$ cat config.mk
export PLATFORM = sky130hd
export DESIGN_NAME = csr_serial_ctrl
export DESIGN_NICKNAME = d
export VERILOG_FILES = /design/src/rtl/pipe_ctrl_pkg.sv /design/src/rtl/csr_serial_fsm.sv /design/src/rtl/csr_serial_ctrl.sv
export SDC_FILE = /design/constraint.sdc
export NUM_CORES = 1
export LEC_CHECK = 0
export CAP_MARGIN = 25
export CORE_MARGIN = 2
export CORE_UTILIZATION = 25
export DETAILED_ROUTE_END_ITERATION = 16
export GPL_ROUTABILITY_DRIVEN = 0
export GPL_TIMING_DRIVEN = 0
export SETUP_SLACK_MARGIN = 0.1
export SLEW_MARGIN = 20
export SYNTH_ARGS = -nofsm -noshare
export SYNTH_HDL_FRONTEND = slang
export SYNTH_SLANG_ARGS = --single-unit
$ cat constraint.sdc
create_clock -name clk -period 2.05 [get_ports clk]
set_input_delay 0.41 -clock clk [delete_from_list [all_inputs] [get_ports clk]]
set_output_delay 0.41 -clock clk [all_outputs]
set_load 0.1 [all_outputs]
$ cat src/rtl/pipe_ctrl_pkg.sv
// Shared pipeline-control types: CSR serialization states, default latencies
// and the per-stage control vector used by the bubble/flush mux.
package pipe_ctrl_pkg;

  localparam int unsigned WB_LAT_DEFAULT = 3;
  localparam int unsigned CNT_W_DEFAULT  = 32;

  typedef enum logic [1:0] {
    IDLE  = 2'd0,
    DRAIN = 2'd1,
    ISSUE = 2'd2,
    WAIT  = 2'd3
  } csr_state_e;

  typedef struct packed {
    logic f;
    logic d;
    logic e;
    logic m;
    logic w;
  } stage_vec_t;

endpackage

$ cat src/rtl/csr_serial_fsm.sv
// CSR serialization sequencer: drains older work, issues the CSR alone and
// waits for its write-back; also counts issued CSRs.
module csr_serial_fsm
  import pipe_ctrl_pkg::*;
#(
  parameter int unsigned WB_LAT = WB_LAT_DEFAULT,
  parameter int unsigned CNT_W  = CNT_W_DEFAULT,
  localparam int unsigned WCNT_W = $clog2(WB_LAT + 1)
) (
  input  logic              clk,
  input  logic              rst,
  input  logic              csr_en_ID,
  input  logic              any_valid,
  input  logic              br_taken_EX,
  input  logic              dcache_miss,
  output csr_state_e        state,
  output logic [WCNT_W-1:0] wait_cnt,
  output logic [CNT_W-1:0]  serial_cnt
);

  csr_state_e        state_n;
  logic [WCNT_W-1:0] wait_cnt_n;
  logic [CNT_W-1:0]  serial_cnt_n;

  // State, wait counter and issue counter registers
  always_ff @(posedge clk or posedge rst) begin
    if (rst) begin
      state      <= IDLE;
      wait_cnt   <= '0;
      serial_cnt <= '0;
    end else begin
      state      <= state_n;
      wait_cnt   <= wait_cnt_n;
      serial_cnt <= serial_cnt_n;
    end
  end

  // Next-state logic; a cache miss freezes everything
  always_comb begin
    state_n      = state;
    wait_cnt_n   = wait_cnt;
    serial_cnt_n = serial_cnt;
    if (!dcache_miss) begin
      unique case (state)
        IDLE: begin
          if (csr_en_ID && !br_taken_EX) begin
            state_n = any_valid ? DRAIN : ISSUE;
          end
        end
        DRAIN: begin
          // A younger-than-branch CSR in ID gets squashed by the redirect
          if (br_taken_EX) begin
            state_n = IDLE;
          end else if (!any_valid) begin
            state_n = ISSUE;
          end
        end
        ISSUE: begin
          serial_cnt_n = serial_cnt + CNT_W'(1);
          wait_cnt_n   = WCNT_W'(WB_LAT - 1);
          state_n      = WAIT;
        end
        WAIT: begin
          if (wait_cnt == '0) begin
            state_n = IDLE;
          end else begin
            wait_cnt_n = wait_cnt - WCNT_W'(1);
          end
        end
        default: state_n = IDLE;
      endcase
    end
  end

endmodule

$ cat src/rtl/csr_serial_ctrl.sv
// RV32I pipeline hazard control: per-stage bubble/flush generation with
// data-cache stall, redirect, load-use and CSR serialization handling.
module csr_serial_ctrl
  import pipe_ctrl_pkg::*;
#(
  parameter int unsigned WB_LAT = WB_LAT_DEFAULT,
  parameter int unsigned CNT_W  = CNT_W_DEFAULT
) (
  input  logic             clk,
  input  logic             rst,
  input  logic             csr_en_ID,
  input  logic             valid_E,
  input  logic             valid_M,
  input  logic             valid_W,
  input  logic             br_taken_EX,
  input  logic             jal_ID,
  input  logic             load_use_ID,
  input  logic             dcache_miss,
  output logic             bubbleF,
  output logic             bubbleD,
  output logic             bubbleE,
  output logic             bubbleM,
  output logic             bubbleW,
  output logic             flushF,
  output logic             flushD,
  output logic             flushE,
  output logic             flushM,
  output logic             flushW,
  output logic             csr_busy,
  output logic [CNT_W-1:0] csr_serial_cnt
);

  localparam int unsigned WCNT_W = $clog2(WB_LAT + 1);

  csr_state_e        state;
  logic [WCNT_W-1:0] wait_cnt;
  stage_vec_t        bub;
  stage_vec_t        fl;

  csr_serial_fsm #(
    .WB_LAT (WB_LAT),
    .CNT_W  (CNT_W)
  ) u_fsm (
    .clk         (clk),
    .rst         (rst),
    .csr_en_ID   (csr_en_ID),
    .any_valid   (valid_E | valid_M | valid_W),
    .br_taken_EX (br_taken_EX),
    .dcache_miss (dcache_miss),
    .state       (state),
    .wait_cnt    (wait_cnt),
    .serial_cnt  (csr_serial_cnt)
  );

  assign csr_busy = (state != IDLE);

  // Priority mux; each branch drives a disjoint bubble/flush set per stage
  always_comb begin
    bub = '0;
    fl  = '0;
    if (rst) begin
      fl = '1;
    end else if (dcache_miss) begin
      bub = '1;
    end else if (br_taken_EX) begin
      fl.d = 1'b1;
      fl.e = 1'b1;
    end else if (state == DRAIN) begin
      bub.f = 1'b1;
      bub.d = 1'b1;
      fl.e  = 1'b1;
    end else if (state == ISSUE || state == WAIT) begin
      bub.f = 1'b1;
      fl.d  = 1'b1;
    end else if (load_use_ID) begin
      bub.f = 1'b1;
      bub.d = 1'b1;
      fl.e  = 1'b1;
    end else if (jal_ID) begin
      fl.d = 1'b1;
    end
  end

  assign bubbleF = bub.f;
  assign bubbleD = bub.d;
  assign bubbleE = bub.e;
  assign bubbleM = bub.m;
  assign bubbleW = bub.w;
  assign flushF  = fl.f;
  assign flushD  = fl.d;
  assign flushE  = fl.e;
  assign flushM  = fl.m;
  assign flushW  = fl.w;

endmodule

== Yosys cells after proc, flatten, opt, wreduce, memory -nomap -nowiden ==
Index checks and enable logic that the tools add are counted.
Operators by class
  $add $sub $neg: 2
  equal/unequal tests: 7
  mux-type cells: 28
  bitwise logic cells: 3
  reduce and logical (&&, ||, !) cells: 10
Operators by type and width (count)
  adder 32 x 1 -> 32 bit, second input constant: 1
  two-way mux 2 bit: 14
  two-way mux 1 bit: 10
  case mux 2 bit (4 select lines): 1
  two-way mux 5 bit: 1
  == test 2 bit, second input constant: 2
  zero test 2 bit: 2
  != test 2 x 1 -> 1 bit, second input constant: 2
  case mux 2 bit (2 select lines): 1
  AND reduction 4 bit: 1
  nonzero test 2 bit: 2
  two-way mux 3 bit: 1
  != test 3 bit, second input constant: 1
  AND reduction 3 bit: 1
  == test 2 x 1 -> 1 bit, second input constant: 1
  != test 2 bit, second input constant: 1
  OR 1 bit: 2
  AND reduction 2 bit: 1
  subtractor 2 x 1 -> 2 bit, second input constant: 1
  logical AND 1 bit: 1
  zero test 1 bit: 1
  logical OR 1 bit: 1
  NOT 1 bit: 1
Storage, ports and cells
  register bits: 36
  input port bits: 10
  output and inout bits: 43
  word-level logic and storage cells: 53

== Longest topological paths before layout ==
  depth in word-level cells: 7
  depth in mapped cells: 5
  mapped depth without buffers: 5

== Cells and area by module ==
From an unflattened synthesis, not the netlist that was laid out.
Second synthesis, totals
  cells, all modules: 172
  area, all modules: 1849.3 um2
Modules (own cells, without submodules)
  csr_serial_fsm: instances 1, cells each 153, area each 1725.4 um2, seq. area each 900.9 um2
  csr_serial_ctrl: instances 1, cells each 19, area each 123.9 um2, seq. area each 0.0 um2

== Worst setup path after synthesis ==
OpenSTA, ideal clock, no wires.
  path type: reg2out
  start point: register u_fsm.state[1]
  end point: output bubbleD
  arrival: 3.737 ns
  required time: 1.640 ns
  setup slack: -2.097 ns
  stages on the path, launching flop included: 3
  buffers on the path: 1
  cells stage by stage: dfrtp_1 > clkbuf_1 > o41ai_1
Between the ends
  word-level cells in the longest chain between the ends: 7
  elaborated cells between the ends (all ways): 9
  classes of those cells: eq/ne (3); mux (5); reduce/logical (1)
Ends and longest elaborated chain
  start, declared: RTL line csr_serial_fsm.sv:16  | output csr_state_e state,
  start signal, assigned: RTL line csr_serial_fsm.sv:32  | state <= state_n;
  == test 2 bit: RTL line csr_serial_ctrl.sv:72  | end else if (state == ISSUE || state == WAIT) begin
  logical OR 1 bit: RTL line csr_serial_ctrl.sv:72
  two-way mux 1 bit: RTL line csr_serial_ctrl.sv:72
  two-way mux 2 bit *: RTL line csr_serial_ctrl.sv:68  | end else if (state == DRAIN) begin
  two-way mux 2 bit *: RTL line csr_serial_ctrl.sv:65  | end else if (br_taken_EX) begin
  two-way mux 2 bit *: RTL line csr_serial_ctrl.sv:63  | end else if (dcache_miss) begin
  two-way mux 5 bit *: RTL line csr_serial_ctrl.sv:61  | if (rst) begin
  end, declared: RTL line csr_serial_ctrl.sv:20  | output logic bubbleD,
Mark *: on every way between the ends. The rest lies on a longest branch, timed or not.

== Final worst setup path ==
  start point: input jal_ID
  end point: output flushD
Between the ends
  word-level cells in the longest chain between the ends: 7
Ends and longest elaborated chain
  start, declared: RTL line csr_serial_ctrl.sv:16  | input logic jal_ID,
  two-way mux 1 bit: RTL line csr_serial_ctrl.sv:79  | end else if (jal_ID) begin
  two-way mux 1 bit: RTL line csr_serial_ctrl.sv:75  | end else if (load_use_ID) begin
  two-way mux 1 bit: RTL line csr_serial_ctrl.sv:72
  two-way mux 1 bit: RTL line csr_serial_ctrl.sv:68
  two-way mux 2 bit: RTL line csr_serial_ctrl.sv:65
  two-way mux 2 bit: RTL line csr_serial_ctrl.sv:63
  two-way mux 2 bit: RTL line csr_serial_ctrl.sv:61
  end, declared: RTL line csr_serial_ctrl.sv:25  | output logic flushD,
Every way passes these cells.

==> impl_metrics.yaml <==
floorplan:
  ios: 53
  fp.coreArea_sq_mm: 0.007253
  num_rows: 31
  dieArea_sq_mm: 0.008185
  die_w_um: 90.47
  initial_utilization: 0.2577
  die_y_um: 90.47
status:
  status: "finished, final reports clean"
critical_path:
  slowest_delay_ns: 0.45
  cp-start-kind: "input pin"
  crit_slowest_cell: "clkdlybuf4s50_1"
  setup.worst_path.end_class: "output port"
  crit_path_start: "jal_ID"
  r2r-start: "u_fsm.state[0]"
  crit_path_max_fanout: 1
  crit_type: "input pin to output port"
  required_ns: 1.64
  arrival_ns: 1.51
  cp_cell_sequence: "clkdlybuf4s50_1 > a2111oi_4 > nor2_4 > buf_8"
detailed_routing:
  drtIter0Drc: 19
  drc: 0
  vias: 1453
  first_pass_iters: 4
  routed_wl_um: 4318
  viasPerCell: 4.377
  wl_per_cell_um: 13.01
  ant_nets: 0
sta:
  finalCritPeriodShare: 0.9348
  min_period_ns: 1.916
  worst_pin_slew_ns: 0.9439
  finalSetupViolCount: 0
  clock_skew_ns: 0.006037
  rsz0062_at_grt: "yes"
  max_slew_margin: 0.3732
  clock.fmax_mhz: 521.8
  hold_violations: 0
  timing.final.max_slew_violations: 0
  fin_tns_setup_ns: 0
place:
  postPlaceCellArea_sq_mm: 0.002585
  portBuffers: 52
  dp_hpwl_um: 3104
logic_synthesis:
  ys_ff_latch: 36
  synthesis.area_sq_mm: 0.001869
  synth-seq-area-share: 0.4819
  synthCells: 170
  syn_avg_cell_area_sq_um: 11.00
  ys_warn_count: 0
  syn-num-nets: 182
  synth_cell_types: 37
global_route:
  antenna_found_initial: 0
  grt_pass1_wl_um: 7231
  grt_max_degree: 19
  grt_pass1_vias: 1441
  grt.total_usage: 0.1080
  overflow: 0
clocking:
  h-tree-depth: 2
  cts_made_buffers: 5
  clk_latency_ns: 0.28
  clock_sinks: 36
  cts_tree: "yes"
  cts_hold_buf: 0
  cts_root_buffer: "clkbuf_8"
  clockBufferDepth: 2
  clkTransAtPathRegs_ns: 0.07
layout:
  diodes: 0
  final_layout_size_suffix_gt1_frac: 0.3562
  nNetsFinal: 244
  fin_area_sq_mm: 0.002759
  syn_to_final_growth_pct: 47.59
flow_run:
  max-cap-violations: 0
power_and_ir_drop:
  p_leak_uw: 0.001244
  powerDensity_mw_per_mm2: 814.6
  peakVddDrop_uv: 784.0
hold_path:
  worst_hold_path_type: "input pin to async pin"
-- cells by family after synthesis --
family | after synthesis | synth area share
AND/OR/NAND/NOR | 71 | 0.2537
flip-flops | 36 | 0.4819
XOR/XNOR | 31 | 0.1452
buffers and inverters | 15 | 0.04418
AO/OA/AOI/OAI | 13 | 0.05021
multiplexers | 2 | 0.01138
adder cells (fa/ha/maj) | 2 | 0.01338
-- cell type report --
class                   count  area [sq um]
multi-input cells         119         970.9
inverters                   8         37.54
fillers                   736          4494
repair buffers             54         549.3
clock buffers               6         72.57
repair inverters            1         5.005
plain buffers               7         63.81
flip-flops and latches     36         900.9
well taps                  99         123.9
clock inverters             2         35.03
-- worst max-delay path, delay by kind of cell --
kind                   cells  cell delay, ns
buffers and inverters      2            0.63
AO/OA/AOI/OAI              1            0.38
AND/OR/NAND/NOR            1            0.08
-- flip-flops by register name (all words and copies together), names as in the netlist --
name              flops
u_fsm.state           2
u_fsm.serial_cnt     32
u_fsm.wait_cnt        2
-- worst paths after layout --
check,depth (start not counted),to,slack (ns)
max in group asynchronous,2,u_fsm.serial_cnt[14],1.31
max,4,flushD,0.13
min reg2reg,1,u_fsm.serial_cnt[31],0.47
min,3,u_fsm.state[1],0.29
min in group clk,1,u_fsm.serial_cnt[31],0.47
max reg2reg,5,u_fsm.serial_cnt[31],0.34
-- cells in the final DEF (no fill, tap or decap), types with 6 or more instances in the layout --
cell type / n
dfrtp_1: 36
nor2_1: 6
clkdlybuf4s15_2: 29
buf_4: 10
nand2_1: 10
xnor2_1: 25
and3_1: 6
nand3_1: 14
xor2_1: 6
inv_1: 6
nand4_1: 11
-- synth_stat cells --
cell type	count	area (sq um)
o22ai_1	1	6.260
o41ai_1	2	17.52
or3_4	1	11.26
a22oi_1	1	7.510
dfrtp_1	36	900.9
or2_2	1	6.260
o221a_2	1	11.26
nor4_4	3	63.81
nor3_2	1	10.01
nand4b_4	1	23.77
o31ai_1	1	7.510
nand2_1	11	41.29
nand4b_2	1	15.01
mux2_2	1	11.26
a21oi_1	4	20.02
mux2i_1	1	10.01
nor2_1	10	37.54
nor3b_2	1	12.51
nor3_1	3	15.01
o311a_1	1	10.01
nor4_1	1	6.260
xnor2_1	25	219.0
buf_6	1	11.26
nand4_1	11	68.82
o21ai_0	1	5.000
clkbuf_1	1	3.750
nand3_1	14	70.07
inv_1	8	30.03
nand2b_1	1	6.260
buf_4	5	37.54
and3_1	6	37.54
and4_1	1	8.760
xor2_1	6	52.55
nor2b_1	3	18.77
ha_1	2	25.02
a2111oi_0	1	8.760
nand4_4	1	21.27
-- repair_timing --
action,in CTS,in global routing
endpoints found under the setup margin,46,13
buffers inserted,2,0
pin swaps,1,4
gates resized for setup,163,13
gates cloned,1,0
-- per-layer routing --
layer  up-vias  global-route usage  routed length (um)
met5         -                   0                   0
met4         0             0.02308                  17
met3         4             0.03339                 182
met2        24              0.1754                2152
met1       699              0.1418                1967
li1        726                   -                   -
-- report_power, final --
group | internal, uW | switching [uW] | total [uW]
combinational | 253 | 562 | 815
sequential | 763 | 55.9 | 819
clock | 361 | 252 | 613
-- per-stage QoR --
step / utilization / setup slack (ns) / hold slack, ns / std cells / total power (uW)
floorplan: - / -0.7635 / 0.3788 / 170 / 1448
global placement: 0.3564 / -2.185 / 0.4628 / 321 / 1608
detailed placement: 0.3564 / -2.184 / 0.4671 / 321 / 1618
CTS: 0.3804 / 0.1011 / 0.2967 / 332 / 2259
global route: 0.3804 / 0.06550 / 0.3267 / 332 / 2357
finish: 0.3804 / 0.1337 / 0.2933 / 332 / 2248
No activity file was read; power rests on OpenSTA's default activity.
